===== src/rtl/uart_rx_pkt_ctrl_pkg.sv =====
// uart_rx_pkt_ctrl_pkg: frame-parser state encodings, error codes and defaults
// shared by the packet controller and its bench.
package uart_rx_pkt_ctrl_pkg;

  // Parser states; HUNT is the idle / resynchronising state.
  typedef enum logic [1:0] {
    ST_HUNT = 2'd0,
    ST_LEN  = 2'd1,
    ST_DATA = 2'd2,
    ST_CSUM = 2'd3
  } state_t;

  // err_code values reported alongside pkt_err.
  localparam logic [1:0] ERR_TIMEOUT = 2'b00;
  localparam logic [1:0] ERR_FE      = 2'b01;
  localparam logic [1:0] ERR_LEN     = 2'b10;
  localparam logic [1:0] ERR_CSUM    = 2'b11;

  localparam logic [7:0] DEF_SOF_BYTE = 8'hA5;

  // A LEN byte is legal when it is non-zero and not above the configured maximum.
  function automatic logic len_legal(input logic [7:0] len, input logic [7:0] max_len);
    return (len != 8'd0) && (len <= max_len);
  endfunction

endpackage


===== src/rtl/uart_rx_pkt_ctrl_gap_timer.sv =====
// rx_gap_timer: counts clock cycles since the last restart while enabled and
// flags expiry once LIMIT cycles have elapsed. Held at zero while disabled.
module rx_gap_timer #(
  parameter int               WIDTH = 16,
  parameter logic [WIDTH-1:0] LIMIT = '1
) (
  input  logic clk,
  input  logic clr,
  input  logic i_restart,
  input  logic i_enable,
  output logic o_expired
);

  localparam logic [WIDTH-1:0] LAST = WIDTH'(LIMIT - 1);

  logic [WIDTH-1:0] r_cnt;

  // Gap counter: cleared by reset, restart or disable; saturates at expiry.
  always_ff @(posedge clk) begin
    if (clr || i_restart || !i_enable) begin
      r_cnt <= '0;
    end else if (!o_expired) begin
      r_cnt <= r_cnt + 1'b1;
    end
  end

  // The edge at which this is high is the LIMIT-th cycle after the restart.
  assign o_expired = i_enable && (r_cnt == LAST);

endmodule


===== src/rtl/uart_rx_pkt_ctrl.sv =====
// uart_rx_pkt_ctrl: consumes bytes from uart_rx and parses SOF, LEN, payload,
// CSUM frames; payload is streamed on a valid/ready port, completion or abort
// is reported as single-cycle pulses.
// Optional feature: define UART_RX_PKT_CTRL_TIMEOUT_EN to abort frames whose
// inter-byte gap reaches TIMEOUT clock cycles (err_code 00).
//
// Handshake: out_valid/out_data/out_last are held stable while out_valid=1 and
// out_ready=0; a byte transfers on a clock edge where both are high. No new
// byte is consumed from uart_rx while a presented byte is stalled.
module uart_rx_pkt_ctrl
  import uart_rx_pkt_ctrl_pkg::*;
#(
  parameter logic [7:0]  SOF_BYTE = DEF_SOF_BYTE,
  parameter int unsigned MAX_LEN  = 16,
  parameter logic [15:0] TIMEOUT  = 16'd26000
) (
  input  logic       clk,
  input  logic       clr,
  input  logic [7:0] rx_data,
  input  logic       rdrf,
  input  logic       FE,
  output logic       rdrf_clr,
  output logic [7:0] out_data,
  output logic       out_valid,
  input  logic       out_ready,
  output logic       out_last,
  output logic       pkt_done,
  output logic       pkt_err,
  output logic [1:0] err_code,
  output logic       busy,
  output logic [1:0] o_dbg_state
);

  state_t     r_state;
  logic [7:0] r_sum;
  logic [7:0] r_count;

  logic       w_stall;
  logic       w_consume;
  logic       w_expired;
  logic [7:0] w_csum_total;

  assign w_stall      = out_valid & ~out_ready;
  // rdrf is ignored in the rdrf_clr cycle so one byte is never taken twice.
  assign w_consume    = rdrf & ~rdrf_clr & ~w_stall;
  assign w_csum_total = r_sum + rx_data;

`ifdef UART_RX_PKT_CTRL_TIMEOUT_EN
  rx_gap_timer #(
    .WIDTH (16),
    .LIMIT (TIMEOUT)
  ) u_gap_timer (
    .clk       (clk),
    .clr       (clr),
    .i_restart (w_consume),
    .i_enable  (r_state != ST_HUNT),
    .o_expired (w_expired)
  );
`else
  logic [15:0] w_unused_timeout;
  assign w_unused_timeout = TIMEOUT;
  assign w_expired        = 1'b0;
`endif

  // Frame parser: consumes one byte per consume edge and drives all outputs.
  always_ff @(posedge clk) begin
    if (clr) begin
      r_state   <= ST_HUNT;
      r_sum     <= '0;
      r_count   <= '0;
      rdrf_clr  <= 1'b0;
      out_data  <= '0;
      out_valid <= 1'b0;
      out_last  <= 1'b0;
      pkt_done  <= 1'b0;
      pkt_err   <= 1'b0;
      err_code  <= '0;
    end else begin
      rdrf_clr <= w_consume;
      pkt_done <= 1'b0;
      pkt_err  <= 1'b0;
      err_code <= '0;
      if (out_valid && out_ready) begin
        out_valid <= 1'b0;
        out_last  <= 1'b0;
      end
      if (w_consume) begin
        case (r_state)
          ST_HUNT: begin
            if (!FE && rx_data == SOF_BYTE) r_state <= ST_LEN;
          end
          ST_LEN: begin
            if (FE) begin
              pkt_err  <= 1'b1;
              err_code <= ERR_FE;
              r_state  <= ST_HUNT;
            end else if (!len_legal(rx_data, 8'(MAX_LEN))) begin
              pkt_err  <= 1'b1;
              err_code <= ERR_LEN;
              r_state  <= ST_HUNT;
            end else begin
              r_sum   <= rx_data;
              r_count <= rx_data;
              r_state <= ST_DATA;
            end
          end
          ST_DATA: begin
            if (FE) begin
              pkt_err  <= 1'b1;
              err_code <= ERR_FE;
              r_state  <= ST_HUNT;
            end else begin
              out_data  <= rx_data;
              out_valid <= 1'b1;
              out_last  <= (r_count == 8'd1);
              r_sum     <= w_csum_total;
              r_count   <= r_count - 8'd1;
              if (r_count == 8'd1) r_state <= ST_CSUM;
            end
          end
          ST_CSUM: begin
            if (FE) begin
              pkt_err  <= 1'b1;
              err_code <= ERR_FE;
            end else if (w_csum_total == 8'd0) begin
              pkt_done <= 1'b1;
            end else begin
              pkt_err  <= 1'b1;
              err_code <= ERR_CSUM;
            end
            r_state <= ST_HUNT;
          end
          default: r_state <= ST_HUNT;
        endcase
      end else if (w_expired) begin
        pkt_err  <= 1'b1;
        err_code <= ERR_TIMEOUT;
        r_state  <= ST_HUNT;
      end
    end
  end

  assign busy        = (r_state != ST_HUNT);
  assign o_dbg_state = r_state;

endmodule


===== config.mk =====
export PLATFORM = sky130hd
export DESIGN_NAME = uart_rx_pkt_ctrl
export DESIGN_NICKNAME = d
export VERILOG_FILES = /design/src/rtl/uart_rx_pkt_ctrl_pkg.sv /design/src/rtl/uart_rx_pkt_ctrl_gap_timer.sv /design/src/rtl/uart_rx_pkt_ctrl.sv
export SDC_FILE = /design/constraint.sdc
export NUM_CORES = 1
export LEC_CHECK = 0
export ABC_AREA = 1
export BUFFER_PORTS_ARGS = -buffer_cell sky130_fd_sc_hd__buf_2
export CAP_MARGIN = 20
export CORE_MARGIN = 2
export CORE_UTILIZATION = 50
export DETAILED_ROUTE_END_ITERATION = 6
export GPL_ROUTABILITY_DRIVEN = 0
export GPL_TIMING_DRIVEN = 1
export PLACE_DENSITY = 0.72
export SLEW_MARGIN = 20
export SYNTH_ARGS = -nofsm -noshare
export SYNTH_HDL_FRONTEND = slang
export SYNTH_SLANG_ARGS = --single-unit

===== constraint.sdc =====
create_clock -name clk -period 2.1 [get_ports clk]
set_input_delay 0.21 -clock clk [delete_from_list [all_inputs] [get_ports clk]]
set_output_delay 0.21 -clock clk [all_outputs]
set_load 0.005 [all_outputs]

After elaboration in Yosys (flattened, before gate mapping) --
Cells that the tools add are included.
Storage, ports and cells: register bits after elaboration 33, logic and storage cells 79
Cells by class: reduce and logical (&&, ||, !) cells 14, $lt $le $gt $ge 1, equality and inequality tests 10, muxes and demuxes 33, add/sub/neg operators 2, bitwise gates (word level) 9
Operators by type and width (number):
- 8-bit 2-to-1 mux | 4
- 8-bit one-hot mux with 2 select lines | 2
- 2-bit 2-to-1 mux | 9
- 1-bit 2-to-1 mux | 15
- 8-bit adder | 1
- 8-bit by 1-bit equality test with 1-bit output, second input constant | 1
- 8-bit equality test, second input constant | 1
- 8-bit by 5-bit <= comparator with 1-bit output, second input constant | 1
- 8-bit zero test | 1
- 2-bit inequality test, second input constant | 4
- 2-bit one-hot mux with 4 select lines | 1
- 8-bit nonzero test | 1
- 8-bit by 1-bit subtractor with 8-bit output, second input constant | 1
- 1-bit NOT | 6
- 2-bit one-hot mux with 3 select lines | 1
- 3-bit AND reduction | 2
- 5-bit AND reduction | 1
- 2-bit equality test, second input constant | 2
- 2-bit nonzero test | 2
- 4-bit OR reduction | 1
- 1-bit bitwise AND | 3
- 1-bit logical AND | 3
- 3-bit inequality test, second input constant | 1
- 1-bit one-hot mux with 3 select lines | 1
- other kinds (4) | 4

Longest topological paths before layout --
depth in word-level cells 6, mapped depth 14, mapped depth without buffers 14

Least setup slack after synthesis --
OpenSTA, ideal clock, no wires.
path type register -> register, start register r_sum[0], end register pkt_err, required time 1991 ps, period minus slack after synthesis 1785 ps, arrival time 1676 ps, setup slack 315 ps, buffers on the path 0, cell stages (with the launch flop) 15, path through dfxtp_1 > ha_1 > fa_1 > nand2_1 > nand3_1 > nand3_1 > nand2_1 > nand2_1 > nand2_1 > nor2_1 > nand2_1 > nand2_1 > nand3_1 > nand2_1 > inv_1
On the way: longest elaborated chain between the ends 5
RTL lines:
- start, declared | line uart_rx_pkt_ctrl.sv:35 | logic [7:0] r_sum;
- start signal, assigned | line uart_rx_pkt_ctrl.sv:102 | r_sum <= rx_data;
- start signal, assigned | line uart_rx_pkt_ctrl.sv:116 | r_sum <= w_csum_total;
- 8-bit adder | line uart_rx_pkt_ctrl.sv:46 | assign w_csum_total = r_sum + rx_data;
- 8-bit zero test | line uart_rx_pkt_ctrl.sv:125 | end else if (w_csum_total == 8'd0) begin
- 1-bit 2-to-1 mux | line uart_rx_pkt_ctrl.sv:125
- 1-bit 2-to-1 mux | line uart_rx_pkt_ctrl.sv:122 | if (FE) begin
- 1-bit one-hot mux with 3 select lines | line uart_rx_pkt_ctrl.sv:88 | case (r_state)
- end signal, assigned | line uart_rx_pkt_ctrl.sv:94 | pkt_err <= 1'b1;
- end signal, assigned | line uart_rx_pkt_ctrl.sv:123 | pkt_err <= 1'b1;
- end signal, assigned | line uart_rx_pkt_ctrl.sv:128 | pkt_err <= 1'b1;
- end, declared | line uart_rx_pkt_ctrl.sv:28 | output logic pkt_err,
No other way between the ends. A chain may end at the register's enable or synchronous reset.

Final worst setup path --
Same ends and word-level chain as after synthesis.

==> key figures <==
Run status
  – Run status: complete, no violations

Layout
  – Share of layout cells above drive strength 1: roughly a fifth
  – N_diodes: 0
  – Area delta synth->final: 13.9%
  – Final #Nets: ~350
  – Final Cell Area: about 2300 sq um

Clock network
  – H-Tree Depth: 2
  – CTS Root Buffer Type: clkbuf_8
  – CTS tree: yes
  – Clk_lat worst skew: 0.29 ns
  – Number of gates resized after cts: 0
  – Setup bufs post-CTS: 0
  – CTS Buf Count: 5
  – Clock-pin slew on the worst setup and hold paths: roughly 0.070 ns
  – Clk sinks: 33
  – Longest Clk Path Bufs: 2
  – Post-cts hold buffer count: 0

Power and ir drop
  – Flop pwr share: 51.5%
  – P_sw: about 320 uW
  – Comb power frac: about 10%
  – Internal power: 900 uW
  – Lkg Pwr: about 0.0012 uW
  – Clock group share of total power: 38.3%
  – Sw frac: a little over a quarter
  – Final total power: approximately 1200 uW
  – P per Cell Area: approximately 540 nW/um^2
  – Peak supply drop: around 0.00039 V

Die
  – Core area: approximately 3700 sq um
  – Die Ht: 66.9 microns
  – Die area: about 4500 sq um
  – Initial Utilization: between 50 and 60%
  – I/O pins: 31
  – Width of the chip: between 60 and 70 microns
  – Rows: 22

STA
  – Worst hold slack: 0.156 ns
  – Post-route clock period utilization: 91.0%
  – Final hold viol count: 0
  – Unrepaired setup endpoints after global routing: no
  – Final worst slack: between 0.15 and 0.2 ns
  – Final min period: approximately 1.9 ns
  – Final TNS setup: 0 ns
  – Max Freq: around 520 MHz
  – Worst-Margin Slew: between 0.6 and 0.7 ns
  – Slew Viols, Final: 0
  – Count of final setup violators: 0
  – Clk_skew: ~0.0062 ns
  – Rel. slew slack: 53.4%

Worst setup path
  – WP data arrival: around 2.1 ns
  – Worst path max stage delay: around 0.39 ns
  – Crit start category: flop
  – Required @ worst endpoint: between 2 and 2.5 ns
  – Endpoint class of the critical path: flop
  – Top cell by count, worst path: nand2_1
  – Crit path cell chain: ha_2 > fa_2 > nand2_1 > nand3_1 > nand3_1 > nand2_1 > nand2_1 > nand2_1 > nor2_1 > nand2_1 > nand2_1 > nand3_1 > nand2_1 > inv_1
  – Kind of critical path: flop to flop
  – CP Max Fanout: 3
  – CP max-delay cell: fa_2
  – Critical R2R Launch: r_sum[0]$_SDFFE_PP0P_
  – Crit path launch: r_sum[0]$_SDFFE_PP0P_

Routing
  – Overall routed net length: about 4400 microns
  – DRC Markers: 0
  – Vias/cell: around 5
  – Vias: 1901
  – DRT Pass-1 Iters: 4
  – DRT iter0 DRCs: about 150
  – WL/cell: ~12 microns
  – ANT nets after route: 0

Placement
  – DP Worst Slack: around 0.096 ns
  – IO buf count: 30
  – Placed cell areas: 2160 sq um
  – Hpwl dp: roughly 3300 microns

Global routing
  – Grt total ovfl: 0
  – Vias in the first global route: between 1500 and 2000
  – First-pass GRT wire length: approximately 7600 microns
  – GR Util All Layers: roughly 22%
  – Pin count of the biggest net entering global routing: 25
  – Antenna violations before repair: 0

Synthesis
  – Top cell type's share of synthesized area: roughly 33%
  – Mapped Area: roughly 2000 sq um
  – EDFF count, synth: 0
  – Top post-synthesis cells by area: dfxtp_1 (33%), nand2_1 (11%), nor2_1 (8.7%), inv_1 (6.8%), o21ai_0 (6.6%)
  – Commonest cells post-synth: nand2_1 (56), nor2_1 (46), inv_1 (36)
  – Cells after Synth: around 290
  – Most common cell in the synthesized netlist: nand2_1
  – Avg Inst Size Synth: 6.80 sq um
  – Async SR Flop Fraction: 0%
  – YS warnings: 0
  – Post-synthesis net count: approximately 310
  – #FFs+latches synth: 33
  – Cell variety after synth: 32
  – Synth Flop Type: dfxtp_1
  – Area leader, netlist: dfxtp_1
  – Part of the Yosys area used for sequential elements: roughly 33%

Worst hold path
  – Beginning of the worst hold path: clr
  – HP Class: input pin to flop

Flow run
  – Max Cap Viol: 0
==> cell type report <==
| cell class | instances | area, sq um |
|---|---|---|
| fill | 369 | 1490 |
| multi-input combinational | 210 | 1120 |
| sequential | 33 | 661 |
| timing repair buffer | 32 | 165 |
| inverter | 42 | 158 |
| clock buffer | 5 | 68.8 |
| tap | 48 | 60.1 |
| clock inverter | 3 | 17.5 |
==> kinds of logic after synthesis <==
family | count (synthesis) | synth area share [%]
buffers and inverters | 48 | 10.1
AND/OR/NAND/NOR | 141 | 32.2
adder cells (fa/ha/maj) | 10 | 6.70
AO/OA/AOI/OAI | 54 | 15.4
XOR/XNOR | 5 | 2.21
flip-flops | 33 | 33.4
==> flip-flops by register name, indices dropped and copies added, names as in the netlist <==
| name | cells |
|---|---|
| out_last | 1 |
| out_valid | 1 |
| o_dbg_state | 2 |
| err_code | 2 |
| r_count | 8 |
| out_data | 8 |
| r_sum | 8 |
| pkt_done | 1 |
| pkt_err | 1 |
| rdrf_clr | 1 |
==> layout by cell type, fill, tap and decap left out, drive strengths merged <==
cell / n
ha: 9
nor2: 49
nor4: 1
o31ai: 1
inv: 41
nand2: 59
nor4b: 1
clkinv: 3
xnor2: 1
clkinvlp: 1
buf: 32
clkbuf: 5
dfxtp: 33
a21oi: 23
nand3: 23
a211oi: 1
or2: 1
o21ai: 29
xor2: 4
fa: 1
nor3: 4
nand4: 3
==> layer usage <==
metal / track usage [%] / share of wire (%)
met4: 6.12 / 1.4
met3: 4.05 / 5.2
met2: 36.6 / 45
met1: 29.0 / 49
met5: 0 / 0
==> power by group through the flow <==
stage	combinational (uW)	sequential [uW]	clock [uW]
2_1_floorplan	77.5	646	0
6_report	125	631	469
5_1_grt	140	631	511
4_1_cts	124	631	480
3_5_place_dp	124	646	0
3_3_place_gp	122	646	0
==> metrics by stage <==
stage / utilization (%) / instances
3_5_place_dp: 57.8 / 365
2_1_floorplan: - / 291
6_report: 60.2 / 373
3_3_place_gp: 57.8 / 365
5_1_grt: 60.2 / 373
4_1_cts: 60.1 / 373
==> final timing paths <==
kind,to,slack (ns),cells after the start
max,pkt_err$_SDFF_PP0_,0.19,14
min,r_sum[0]$_SDFFE_PP0P_,0.16,2
max reg2reg,pkt_err$_SDFF_PP0_,0.19,14
min reg2reg,r_count[1]$_SDFFE_PP0P_,0.49,2
==> worst max-delay path: cells and delay by family (launching register included) <==
| kind | cells | cell delay (ns) |
|---|---|---|
| buf+inv | 1 | 0.03 |
| simple gates | 11 | 0.87 |
| fa+ha+maj | 2 | 0.58 |
| flops | 1 | 0.32 |
No activity file was read; power rests on OpenSTA's default activity.
